`config.mk`:
```
export PLATFORM = sky130hd
export DESIGN_NAME = alu_seq_core
export DESIGN_NICKNAME = d
export VERILOG_FILES = /design/src/rtl/alu_seq_pkg.sv /design/src/rtl/edge_pulse.sv /design/src/rtl/alu_seq_core.sv
export SDC_FILE = /design/constraint.sdc
export NUM_CORES = 1
export LEC_CHECK = 0
export CAP_MARGIN = 10
export CORE_MARGIN = 2
export CORE_UTILIZATION = 33
export CTS_CLUSTER_SIZE = 14
export DETAILED_ROUTE_END_ITERATION = 7
export PLACE_DENSITY = 0.6
export SETUP_SLACK_MARGIN = 0.5
export SYNTH_ARGS = -nofsm -noshare
export SYNTH_HDL_FRONTEND = slang
export SYNTH_SLANG_ARGS = --single-unit
export TNS_END_PERCENT = 5
```
`constraint.sdc`:
```
create_clock -name clk_50M -period 6.7 [get_ports clk_50M]
set_input_delay 0.67 -clock clk_50M [delete_from_list [all_inputs] [get_ports clk_50M]]
set_output_delay 0.67 -clock clk_50M [all_outputs]
set_load 0.01 [all_outputs]
```
`src/rtl/alu_seq_pkg.sv`:
```
// Shared definitions for the sequential ALU core.
//   - opcode encodings (OP_NOP .. OP_MUL, OP_LAST marks the highest legal code)
//   - FSM state type
//   - width helper for the multiplier iteration counter
package alu_seq_pkg;

   localparam int unsigned OP_NOP  = 0;
   localparam int unsigned OP_ADD  = 1;
   localparam int unsigned OP_SUB  = 2;
   localparam int unsigned OP_NEG  = 3;
   localparam int unsigned OP_AND  = 4;
   localparam int unsigned OP_OR   = 5;
   localparam int unsigned OP_XOR  = 6;
   localparam int unsigned OP_NOT  = 7;
   localparam int unsigned OP_SHL  = 8;
   localparam int unsigned OP_SHR  = 9;
   localparam int unsigned OP_MUL  = 10;
   localparam int unsigned OP_LAST = 10;

   typedef enum logic [0:0] {
      IDLE,
      MUL
   } state_e;

   // Counter must be able to hold 0..width.
   function automatic int unsigned cnt_width(input int unsigned width);
      return $clog2(width + 1);
   endfunction

endpackage

```
`src/rtl/edge_pulse.sv`:
```
// Rising-edge detector for one debounced button level.
//   clk_i    : system clock
//   level_i  : debounced button level
//   pulse_o  : high for the cycle in which level_i is high but was low at the previous edge
// The history register tracks level_i unconditionally, including while the
// core is in reset, so a button held across reset release yields no pulse.
module edge_pulse (
   input  logic clk_i,
   input  logic level_i,
   output logic pulse_o
);

   logic level_q;

   always_ff @(posedge clk_i) begin
      level_q <= level_i;
   end

   assign pulse_o = level_i & ~level_q;

endmodule

```
`src/rtl/alu_seq_core.sv`:
```
// Sequential ALU core: push-button operand load / execute with registered
// operands, result and status flags, plus a shift-add multiplier.
//   clk_50M, rst        : clock, synchronous active-high reset
//   din, op             : operand and opcode switches
//   ld_a, ld_b, exec    : debounced button levels (acted on at rising edge)
//   result              : 2*WIDTH-bit registered result
//   flag_c/z/n/v        : carry, zero, negative, overflow
//   busy, done, err     : multiply in progress, update pulse, sticky illegal opcode
module alu_seq_core import alu_seq_pkg::*; #(
   parameter int unsigned WIDTH = 8,
   parameter int unsigned OPW   = 4
) (
   input  logic                 clk_50M,
   input  logic                 rst,
   input  logic [WIDTH-1:0]     din,
   input  logic [OPW-1:0]       op,
   input  logic                 ld_a,
   input  logic                 ld_b,
   input  logic                 exec,
   output logic [2*WIDTH-1:0]   result,
   output logic                 flag_c,
   output logic                 flag_z,
   output logic                 flag_n,
   output logic                 flag_v,
   output logic                 busy,
   output logic                 done,
   output logic                 err
);

   localparam int unsigned CntW = cnt_width(WIDTH);
   localparam logic [WIDTH-1:0] MinNeg = {1'b1, {(WIDTH-1){1'b0}}};

   logic ld_a_ev, ld_b_ev, exec_ev;

   edge_pulse u_ld_a (.clk_i(clk_50M), .level_i(ld_a), .pulse_o(ld_a_ev));
   edge_pulse u_ld_b (.clk_i(clk_50M), .level_i(ld_b), .pulse_o(ld_b_ev));
   edge_pulse u_exec (.clk_i(clk_50M), .level_i(exec), .pulse_o(exec_ev));

   state_e               state_q;
   logic [WIDTH-1:0]     a_q, b_q;
   logic [2*WIDTH-1:0]   result_q;
   logic                 c_q, z_q, n_q, v_q;
   logic                 busy_q, done_q, err_q;
   logic [2*WIDTH-1:0]   mcand_q, acc_q;
   logic [WIDTH-1:0]     mplier_q;
   logic [CntW-1:0]      cnt_q;

   // Single-cycle ALU, evaluated on the current (pre-load) operands.
   logic [WIDTH:0]       sum_w;
   logic [WIDTH-1:0]     alu_res;
   logic                 alu_c, alu_v;
   logic                 op_illegal;
   logic [2*WIDTH-1:0]   mul_acc_d;

   assign op_illegal = 32'(op) > OP_LAST;

   always_comb begin
      sum_w   = '0;
      alu_res = '0;
      alu_c   = 1'b0;
      alu_v   = 1'b0;
      case (op)
         OPW'(OP_ADD): begin
            sum_w   = {1'b0, a_q} + {1'b0, b_q};
            alu_res = sum_w[WIDTH-1:0];
            alu_c   = sum_w[WIDTH];
            alu_v   = (a_q[WIDTH-1] == b_q[WIDTH-1]) && (alu_res[WIDTH-1] != a_q[WIDTH-1]);
         end
         OPW'(OP_SUB): begin
            // Extra top bit of the difference is the unsigned borrow.
            sum_w   = {1'b0, a_q} - {1'b0, b_q};
            alu_res = sum_w[WIDTH-1:0];
            alu_c   = sum_w[WIDTH];
            alu_v   = (a_q[WIDTH-1] != b_q[WIDTH-1]) && (alu_res[WIDTH-1] != a_q[WIDTH-1]);
         end
         OPW'(OP_NEG): begin
            alu_res = -a_q;
            alu_c   = |a_q;
            alu_v   = (a_q == MinNeg);
         end
         OPW'(OP_AND): alu_res = a_q & b_q;
         OPW'(OP_OR):  alu_res = a_q | b_q;
         OPW'(OP_XOR): alu_res = a_q ^ b_q;
         OPW'(OP_NOT): alu_res = ~a_q;
         OPW'(OP_SHL): begin
            alu_res = {a_q[WIDTH-2:0], 1'b0};
            alu_c   = a_q[WIDTH-1];
         end
         OPW'(OP_SHR): begin
            alu_res = {1'b0, a_q[WIDTH-1:1]};
            alu_c   = a_q[0];
         end
         default: ;
      endcase
   end

   assign mul_acc_d = acc_q + (mplier_q[0] ? mcand_q : '0);

   always_ff @(posedge clk_50M) begin
      if (rst) begin
         state_q  <= IDLE;
         a_q      <= '0;
         b_q      <= '0;
         result_q <= '0;
         c_q      <= 1'b0;
         z_q      <= 1'b0;
         n_q      <= 1'b0;
         v_q      <= 1'b0;
         busy_q   <= 1'b0;
         done_q   <= 1'b0;
         err_q    <= 1'b0;
         mcand_q  <= '0;
         acc_q    <= '0;
         mplier_q <= '0;
         cnt_q    <= '0;
      end else begin
         done_q <= 1'b0;
         case (state_q)
            IDLE: begin
               // Gating on done_q keeps an exec edge arriving right after a
               // multiply finishes from producing back-to-back done pulses.
               if (exec_ev && !done_q) begin
                  if (op_illegal) begin
                     err_q <= 1'b1;
                  end else if (op == OPW'(OP_MUL)) begin
                     mcand_q  <= {{WIDTH{1'b0}}, a_q};
                     mplier_q <= b_q;
                     acc_q    <= '0;
                     cnt_q    <= '0;
                     busy_q   <= 1'b1;
                     state_q  <= MUL;
                  end else if (op != OPW'(OP_NOP)) begin
                     result_q <= {{WIDTH{1'b0}}, alu_res};
                     c_q      <= alu_c;
                     z_q      <= (alu_res == '0);
                     n_q      <= alu_res[WIDTH-1];
                     v_q      <= alu_v;
                     done_q   <= 1'b1;
                  end
               end
               if (ld_a_ev) a_q <= din;
               if (ld_b_ev) b_q <= din;
            end
            MUL: begin
               acc_q    <= mul_acc_d;
               mcand_q  <= mcand_q << 1;
               mplier_q <= mplier_q >> 1;
               cnt_q    <= cnt_q + CntW'(1);
               if (cnt_q == CntW'(WIDTH - 1)) begin
                  result_q <= mul_acc_d;
                  c_q      <= |mul_acc_d[2*WIDTH-1:WIDTH];
                  z_q      <= (mul_acc_d == '0);
                  n_q      <= 1'b0;
                  v_q      <= 1'b0;
                  busy_q   <= 1'b0;
                  done_q   <= 1'b1;
                  state_q  <= IDLE;
               end
            end
            default: state_q <= IDLE;
         endcase
      end
   end

   assign result = result_q;
   assign flag_c = c_q;
   assign flag_z = z_q;
   assign flag_n = n_q;
   assign flag_v = v_q;
   assign busy   = busy_q;
   assign done   = done_q;
   assign err    = err_q;

endmodule

```
== After elaboration in Yosys (flattened, before gate mapping) ==
Cells that the tools add are included.

* Register bits after elaboration: 87
* Input bits: 17
* Word-level logic and storage cells: 136
* Output and inout bits: 23

* Magnitude comparators: 1
* Multiplexer cells: 64
* Reductions and logical operators: 15
* Add/sub/neg operators: 5
* Bitwise operators: 11
* Equality and inequality tests: 22

{| class="wikitable"
|+ Operator list
! operator !! number
|-
| $mux W16 || 12
|-
| $pmux W16 S2 || 3
|-
| $pmux W8 S9 || 1
|-
| $mux W1 || 31
|-
| $mux W8 || 3
|-
| $eq A4 B3 Y1 const B || 5
|-
| $add A16 B16 Y16 || 1
|-
| $logic_not A16 Y1 || 1
|-
| $pmux W8 S2 || 1
|-
| $reduce_or A8 Y1 || 2
|-
| $pmux W1 S2 || 7
|-
| $eq A4 B4 Y1 const B || 3
|-
| $mux W4 || 3
|-
| $ne A2 B2 Y1 const B || 5
|-
| $add A8 B8 Y9 || 1
|-
| $sub A8 B8 Y9 || 1
|-
| $and A8 B8 Y8 || 1
|-
| $eq A4 B2 Y1 const B || 2
|-
| $eq A8 B8 Y1 const B || 1
|-
| $logic_not A8 Y1 || 1
|-
| $neg A8 Y8 || 1
|-
| $not A8 Y8 || 1
|-
| $or A8 B8 Y8 || 1
|-
| $pmux W4 S2 || 1
|-
| other kinds (18) || 29
|}

== Depth between registers and ports, before layout ==
Gate-level depths: netlist (run 1).

* Depth in word-level cells: 9
* Gate-level depth with buffers: 12
* Mapped depth without buffers: 11

== Cells and area by module ==
From an unflattened synthesis (run 1), not the netlist that was laid out.

* Cells, all modules: 753
* Area total of the unflattened synthesis: 5844.4 um2

{| class="wikitable"
|+ Modules (own cells, without submodules)
! module !! area each (um2) !! cells each !! seq. area each (um2) !! instances
|-
| alu_seq_core || 5743.0 || 747 || 1681.6 || 1
|-
| edge_pulse || 33.8 || 2 || 20.0 || 3
|}

== Least setup slack after synthesis (run 1) ==
OpenSTA, ideal clock, no wires.

* Kind: register to register
* Start: register mplier_q[0]
* End: register z_q, in the netlist flag_z
* Setup time: 0.069 ns
* Buffers on the path: 2
* Stages on the path, launching flop included: 13
* Data required time: 6.631 ns
* Arrival time: 2.854 ns
* Path slack: 3.777 ns
* Clock period less this slack: 2.923 ns
* Cells stage by stage: dfxtp_1 clkbuf_1 and2_1 ha_1 buf_6 a21o_1 a21o_1 a221oi_1 o21ai_1 xor2_1 or4_1 or4_1 o21ai_1

* Cells in the longest elaborated chain, start to end: 5

{| class="wikitable"
|+ RTL lines
! what !! RTL line !! source
|-
| start: declaration || alu_seq_core.sv:45 || <nowiki>logic [WIDTH-1:0] mplier_q;</nowiki>
|-
| start signal: assignment || alu_seq_core.sv:127 || <nowiki>mplier_q <= b_q;</nowiki>
|-
| start signal: assignment || alu_seq_core.sv:147 || <nowiki>mplier_q <= mplier_q >> 1;</nowiki>
|-
| $mux W16 || alu_seq_core.sv:97 || <nowiki>assign mul_acc_d = acc_q + (mplier_q[0] ? mcand_q : '0);</nowiki>
|-
| $add A16 B16 Y16 || alu_seq_core.sv:97 ||
|-
| $logic_not A16 Y1 || alu_seq_core.sv:152 || <nowiki>z_q <= (mul_acc_d == '0);</nowiki>
|-
| $mux W1 || alu_seq_core.sv:149 || <nowiki>if (cnt_q == CntW'(WIDTH - 1)) begin</nowiki>
|-
| $pmux W1 S2 || alu_seq_core.sv:118 || <nowiki>case (state_q)</nowiki>
|-
| end signal: assignment || alu_seq_core.sv:135 || <nowiki>z_q <= (alu_res == '0);</nowiki>
|-
| end signal: assignment || alu_seq_core.sv:152 ||
|-
| end: declaration || alu_seq_core.sv:42 || <nowiki>logic c_q, z_q, n_q, v_q;</nowiki>
|}

Every way passes these cells. The select of a mux whose other input is x is not followed.
A chain may end at the register's enable or synchronous reset.

== Final worst setup path (run 1) ==
* Start: input port op[1]
* End: register z_q, in the netlist flag_z

* Cells in the longest elaborated chain, start to end: 8
* Elaborated cells between the ends (all ways): 23
* Those cells by class: order compare: 1; eq/ne: 13; mux: 6; reduce/logical: 3

{| class="wikitable"
|+ RTL lines
! what !! RTL line !! source
|-
| start: declaration || alu_seq_core.sv:16 || <nowiki>input logic [OPW-1:0] op,</nowiki>
|-
| $eq A4 B4 Y1, or another cell as far along || alu_seq_core.sv:62 || <nowiki>case (op)</nowiki>
|-
| $pmux W8 S9 || alu_seq_core.sv:62 ||
|-
| $logic_not A8 Y1 || alu_seq_core.sv:135 ||
|-
| $mux W1 || alu_seq_core.sv:132 || <nowiki>end else if (op != OPW'(OP_NOP)) begin</nowiki>
|-
| $mux W1 || alu_seq_core.sv:125 || <nowiki>end else if (op == OPW'(OP_MUL)) begin</nowiki>
|-
| $mux W1 || alu_seq_core.sv:123 || <nowiki>if (op_illegal) begin</nowiki>
|-
| $mux W1 || alu_seq_core.sv:122 || <nowiki>if (exec_ev && !done_q) begin</nowiki>
|-
| $pmux W1 S2 || alu_seq_core.sv:118 ||
|}

Parallel ways exist; a longest one is shown, timed or not. The select of a mux whose other input is x is not followed.

==> impl_metrics.ini, run 1 <==
[outcome]
status = completed

[timing]
min_period_over_period_pct = 52.88
slew_headroom_pct = 23.18
clock.fmax_mhz = 282.3
finalCriticalPeriod_ns = 3.543
clock_skew_ns = 0.008821
setup_viol_count_final = 0
slew_violations = 0
hold_viol = 0
rsz0062_at_grt = false
worst_pin_slew_ns = 1.149
tns_ns = 0

[global_route]
grt_pass1_wl_um = 25730
grt_start_max_net_pins = 75
grt_remaining_overflow = 0
grt_pass1_vias = 4885
grt_use_total_pct = 17.64
antenna_found_initial = 0

[layout]
nFillCells = 1788
fin_nets = 799
diodes = 0
drive_gt1_share_pct = 5.653
stdcell_count = 968
design_area_um2 = 6603
syn2layout_area_growth_pct = 14.54
seq_area_um2 = 1743
multi_input_area_um2 = 3724
fin_util_pct = 38.44

[clock_tree]
clk_pin_slew_ns = 0.07
postCtsSetupBuffers = 0
cts_tree = done
ctsHoldBuffers = 0
htree_levels = 3
clock_path_buffers = 2
insertion_delay_ns = 0.35
cts.sinks = 87
numCtsBuffers = 9
cts_resized = 0
root_buffer = clkbuf_16

[synthesis]
synthCells = 737
ys.flop_type = dfxtp_1
avgSynthCellArea_um2 = 7.821
yosys_register_bits = 87
synth_edf_count = 0
synth_top_area_share_pct = 30.21
synth_area_leaders = dfxtp_1 30%, ha_1 8.9%, nor2_1 6.2%
synthArstFlopShare_pct = 0
synth_common_cells = 95 x nor2_1, 87 x dfxtp_1, 75 x nand2_1
synth_seq_area_share_pct = 30.21
synth.most_common_cell = nor2_1
yosysTopAreaCell = dfxtp_1
synth.distinct_cells = 69
synth_fp_nets = 798
synth_warnings = 0
syn_area_um2 = 5764

[power_and_ir_drop]
seq_power_share_pct = 42.3
p_per_area_nw_per_um2 = 193.9
power_w = 0.001280
switchingPower_w = 0.0003437
vdd_ir_drop_max_uv = 132.6
power_frac_comb_pct = 13.2
p_sw_share_pct = 26.85
leakage_nw = 2.503
p_int_w = 0.0009364
clkPwrFrac_pct = 44.4

[routing]
detail-route-antenna-nets = 0
wl_um = 15870
viasPerCell = 5.431
vias = 5257
wire_per_inst_um = 16.39
drc = 0
first_pass_iters = 5
drtIter0Drc = 419

[worst_setup_path]
cp_max_fo = 25
path_class = input port to flip-flop
arrival_ns = 3.83
start_kind = input port
cp-end-kind = flip-flop
cp.required_ns = 6.99

[flow_run]
maxCapViolCount = 0

[hold_path]
hold_path.class = flip-flop to flip-flop

[place]
dp.cells = 952
placed_cell_area_um2 = 6269
globalplace.congestion = 0.9292
post-dp-hpwl_um = 11700
port_buffers = 39

[floorplan]
initial_core_util_pct = 33.56
design.core.area_um2 = 17180
die_h_um = 136.2
pin_count = 40
die_w_um = 136.2
num_rows = 48
dieArea_um2 = 18540
-- power groups by stage --
| stage | Combinational, W | Clock [W] | Sequential (W) |
|---|---|---|---|
| after floorplan | 0.000120 | 0 | 0.000547 |
| after global placement | 0.000169 | 0 | 0.000554 |
| after detailed placement | 0.000167 | 0 | 0.000554 |
| after CTS | 0.000168 | 0.000581 | 0.000542 |
| after global routing | 0.000186 | 0.000604 | 0.000544 |
| final | 0.000169 | 0.000569 | 0.000542 |
-- cells in the final DEF, fill, tap and decap left out, types with 17 or more instances in the layout --
cell             synthesis  routed
a211oi_1                19      19
and2_1                  17      17
dfxtp_1                 87      86
a22oi_1                 20      20
nand2_1                 75      75
mux2i_1                 24      24
nor2_1                  95      95
xnor2_1                 17      17
inv_1                   29      29
clkdlybuf4s50_1          0      38
ha_1                    41      41
a21oi_1                 67      67
-- worst max-delay path, stage by stage --
cell and delay [ns]:
clkdlybuf4s50_1 0.94, nor2b_1 0.50, and2_1 0.32, a221o_1 0.33, a2111oi_2 0.42, nand2_1 0.10
nor4bb_1 0.32, a31oi_1 0.13, o21ai_1 0.10
-- cells by family after synthesis --
group / synth area share, %
xor gates and xnor gates: 4.102
and+or+nand+nor: 22.27
muxes: 4.754
DFF: 30.21
buffers and inverters: 5.578
AOI/OAI and AO/OA: 23.14
adders and majority gates: 9.941
-- cell type report --
cell class / instances / area share [%]
clock buffer: 10 / 3.619
clock inverter: 6 / 1.440
inverter: 30 / 1.706
multi-input combinational: 568 / 56.40
sequential: 87 / 26.40
tap: 225 / 4.264
timing repair buffer: 42 / 6.178
-- metrics by stage --
stage,setup WS (ns),hold WS [ns]
after floorplan,3.777,0.4321
after global routing,2.926,0.4828
after global placement,2.893,0.4402
after detailed placement,2.836,0.4461
final,3.157,0.4524
after CTS,3.191,0.4542
-- path summary, 6_finish.rpt --
path	start	slack [ns]	depth (start not counted)	to
worst min register to register	result[12]	0.45	2	result[12]
worst max-delay path	op[1]	3.16	9	flag_z
worst min-delay path	result[12]	0.45	2	result[12]
worst max register to register	mplier_q[0]	3.28	11	flag_z
-- per-layer routing --
layer / up-vias / track usage (%) / wire, µm
met1: 2455 / 23.33 / 7328
met3: 27 / 3.505 / 885
met5: - / 0 / 0
met4: 0 / 5.961 / 384
met2: 167 / 28.64 / 7270
li1: 2608 / - / -
-- flip-flops by register name (all words and copies together), names as in the netlist --
signal,cells
a_q,8
acc_q,16
b_q,8
busy,1
cnt_q,4
done,1
err,1
flag_c,1
flag_n,1
flag_v,1
flag_z,1
mcand_q,16
mplier_q,8
result,16
state_q,1
u_exec.level_q,1
u_ld_a.level_q,1
u_ld_b.level_q,1
Power figures use the tool's default switching activity.
==> inputs of run 2 (changes only) <==
Clock period 6.7 ns to 3.6 ns, I/O delays scaled along.
==> run 2 against run 1 <==
Effect of this change: design area is 3.5% higher; via count up 2.3%; core utilization rose by 1.3 points; non-clock buffer count grew 29.
==> impl_metrics.ini, run 2 (synthesis results as in run 1) <==
[floorplan]
design.core.area_um2 = 17180
initial_core_util_pct = 33.56
dieArea_um2 = 18540
pin_count = 40
die_w_um = 136.2
die_h_um = 136.2
num_rows = 48

[power_and_ir_drop]
vdd_ir_drop_max_uv = 225.4
leakage_nw = 2.639
p_per_area_nw_per_um2 = 349.3

[timing]
clock_skew_ns = 0.009683
tns_ns = 0
slew_violations = 0
setup_viol_count_final = 0
rsz0062_at_grt = true
fin_ws_ns = 0.6002
hold_viol = 0
min_period_over_period_pct = 83.33
finalCriticalPeriod_ns = 3.000
fin_hold_ws_ns = 0.4480
clock.fmax_mhz = 333.4
worst_pin_slew_ns = 1.004
slew_headroom_pct = 32.81

[worst_setup_path]
cp_slowest_cell = or4_1
path_class = flip-flop to flip-flop
arrival_ns = 3.29
max_stage_delay_ns = 0.43
start_kind = flip-flop
crit_path_frequent_cell = o21ai_1
path_cells = and2_1 -> ha_1 -> fa_2 -> a21oi_2 -> o21ai_1 -> a21oi_2 -> buf_4 -> o21ai_1 -> xor2_1 -> or4_1 -> or4_1 -> o21ai_1
cp-end-kind = flip-flop
cp.required_ns = 3.89
cp_max_fo = 17

[layout]
final_cell_mix = 95 x nor2_1, 83 x dfxtp_1, 75 x nand2_1
drive_gt1_share_pct = 9.715
syn2layout_area_growth_pct = 18.56
design_area_um2 = 6834
fin_nets = 828
diodes = 0
layout_commonest_cell = nor2_1
fin_util_pct = 39.79

[clock_tree]
root_buffer = clkbuf_16
htree_levels = 3
clock_path_buffers = 2
cts_tree = done
insertion_delay_ns = 0.36
cts.sinks = 87
numCtsBuffers = 9
clk_pin_slew_ns = 0.07

[routing]
wl_um = 16510
wire_per_inst_um = 16.56
drc = 0
first_pass_iters = 8
viasPerCell = 5.392
detail-route-antenna-nets = 0
vias = 5376
drtIter0Drc = 465

[global_route]
grt_start_max_net_pins = 40
grt_use_total_pct = 18.35
grt_remaining_overflow = 0
grt_pass1_vias = 5107
grt_pass1_wl_um = 26660
antenna_found_initial = 0

[place]
post-dp-hpwl_um = 12200
placed_cell_area_um2 = 6476
port_buffers = 39
globalplace.congestion = 0.9210
pre_cts_ws_ns = 0.3070

[hold_path]
hold_path.class = flip-flop to flip-flop

[flow_run]
maxCapViolCount = 0

[outcome]
status = completed
==> run 2: what timing repair did <==
item,4_1_cts,5_1_grt
gates resized for setup,2,5
buffers inserted,2,1
endpoints found under the setup margin,2,4
hold buffers,0,0
endpoints found under the hold margin,0,0
pin swaps,1,1
==> run 2: cell type report <==
class / instances / area [µm²]
clock buffers: 10 / 229.0
clock inverters: 6 / 92.59
fillers: 1832 / 10340
inverters: 30 / 112.6
multi-input cells: 568 / 3731
flip-flops and latches: 87 / 1749
well taps: 225 / 281.5
repair buffers: 71 / 638.1
==> run 2: path summary, 6_finish.rpt <==
check / slack, ns / to / startpoint / cells after the start
worst max-delay path: 0.60 / flag_z / mplier_q[0] / 12
worst min-delay path: 0.45 / result[2] / result[2] / 2
worst max register to register: 0.60 / flag_z / mplier_q[0] / 12
worst min register to register: 0.45 / result[2] / result[2] / 2
==> run 2: worst max-delay path, delay by kind of cell, from the launching register on <==
| family | cells | cell delay, ns |
|---|---|---|
| buffers and inverters | 1 | 0.14 |
| AO/OA/AOI/OAI | 5 | 0.64 |
| adder cells (fa/ha/maj) | 2 | 0.56 |
| AND/OR/NAND/NOR | 3 | 1.03 |
| flip-flops | 1 | 0.39 |
| XOR/XNOR | 1 | 0.18 |
==> run 2: power breakdown <==
| part | switching, W | internal (W) |
|---|---|---|
| registers | 0.0000196 | 0.000981 |
| logic | 0.000205 | 0.000142 |
| clock network | 0.000425 | 0.000615 |
==> run 2: routing by layer <==
metal | up-vias | global-route usage [%] | part of all wire, %
met5 | - | 0 | 0
met4 | 0 | 7.755 | 2.9
met3 | 32 | 3.729 | 5.1
met2 | 165 | 30.12 | 47
met1 | 2498 | 23.33 | 45
li1 | 2681 | - | -
==> run 2: per-stage QoR <==
| stage | power (W) | std cells |
|---|---|---|
| global placement | 0.001364 | 978 |
| CTS | 0.002415 | 996 |
| global route | 0.002482 | 997 |
| detailed placement | 0.001364 | 978 |
| floorplan | 0.001241 | 737 |
| finish | 0.002387 | 997 |
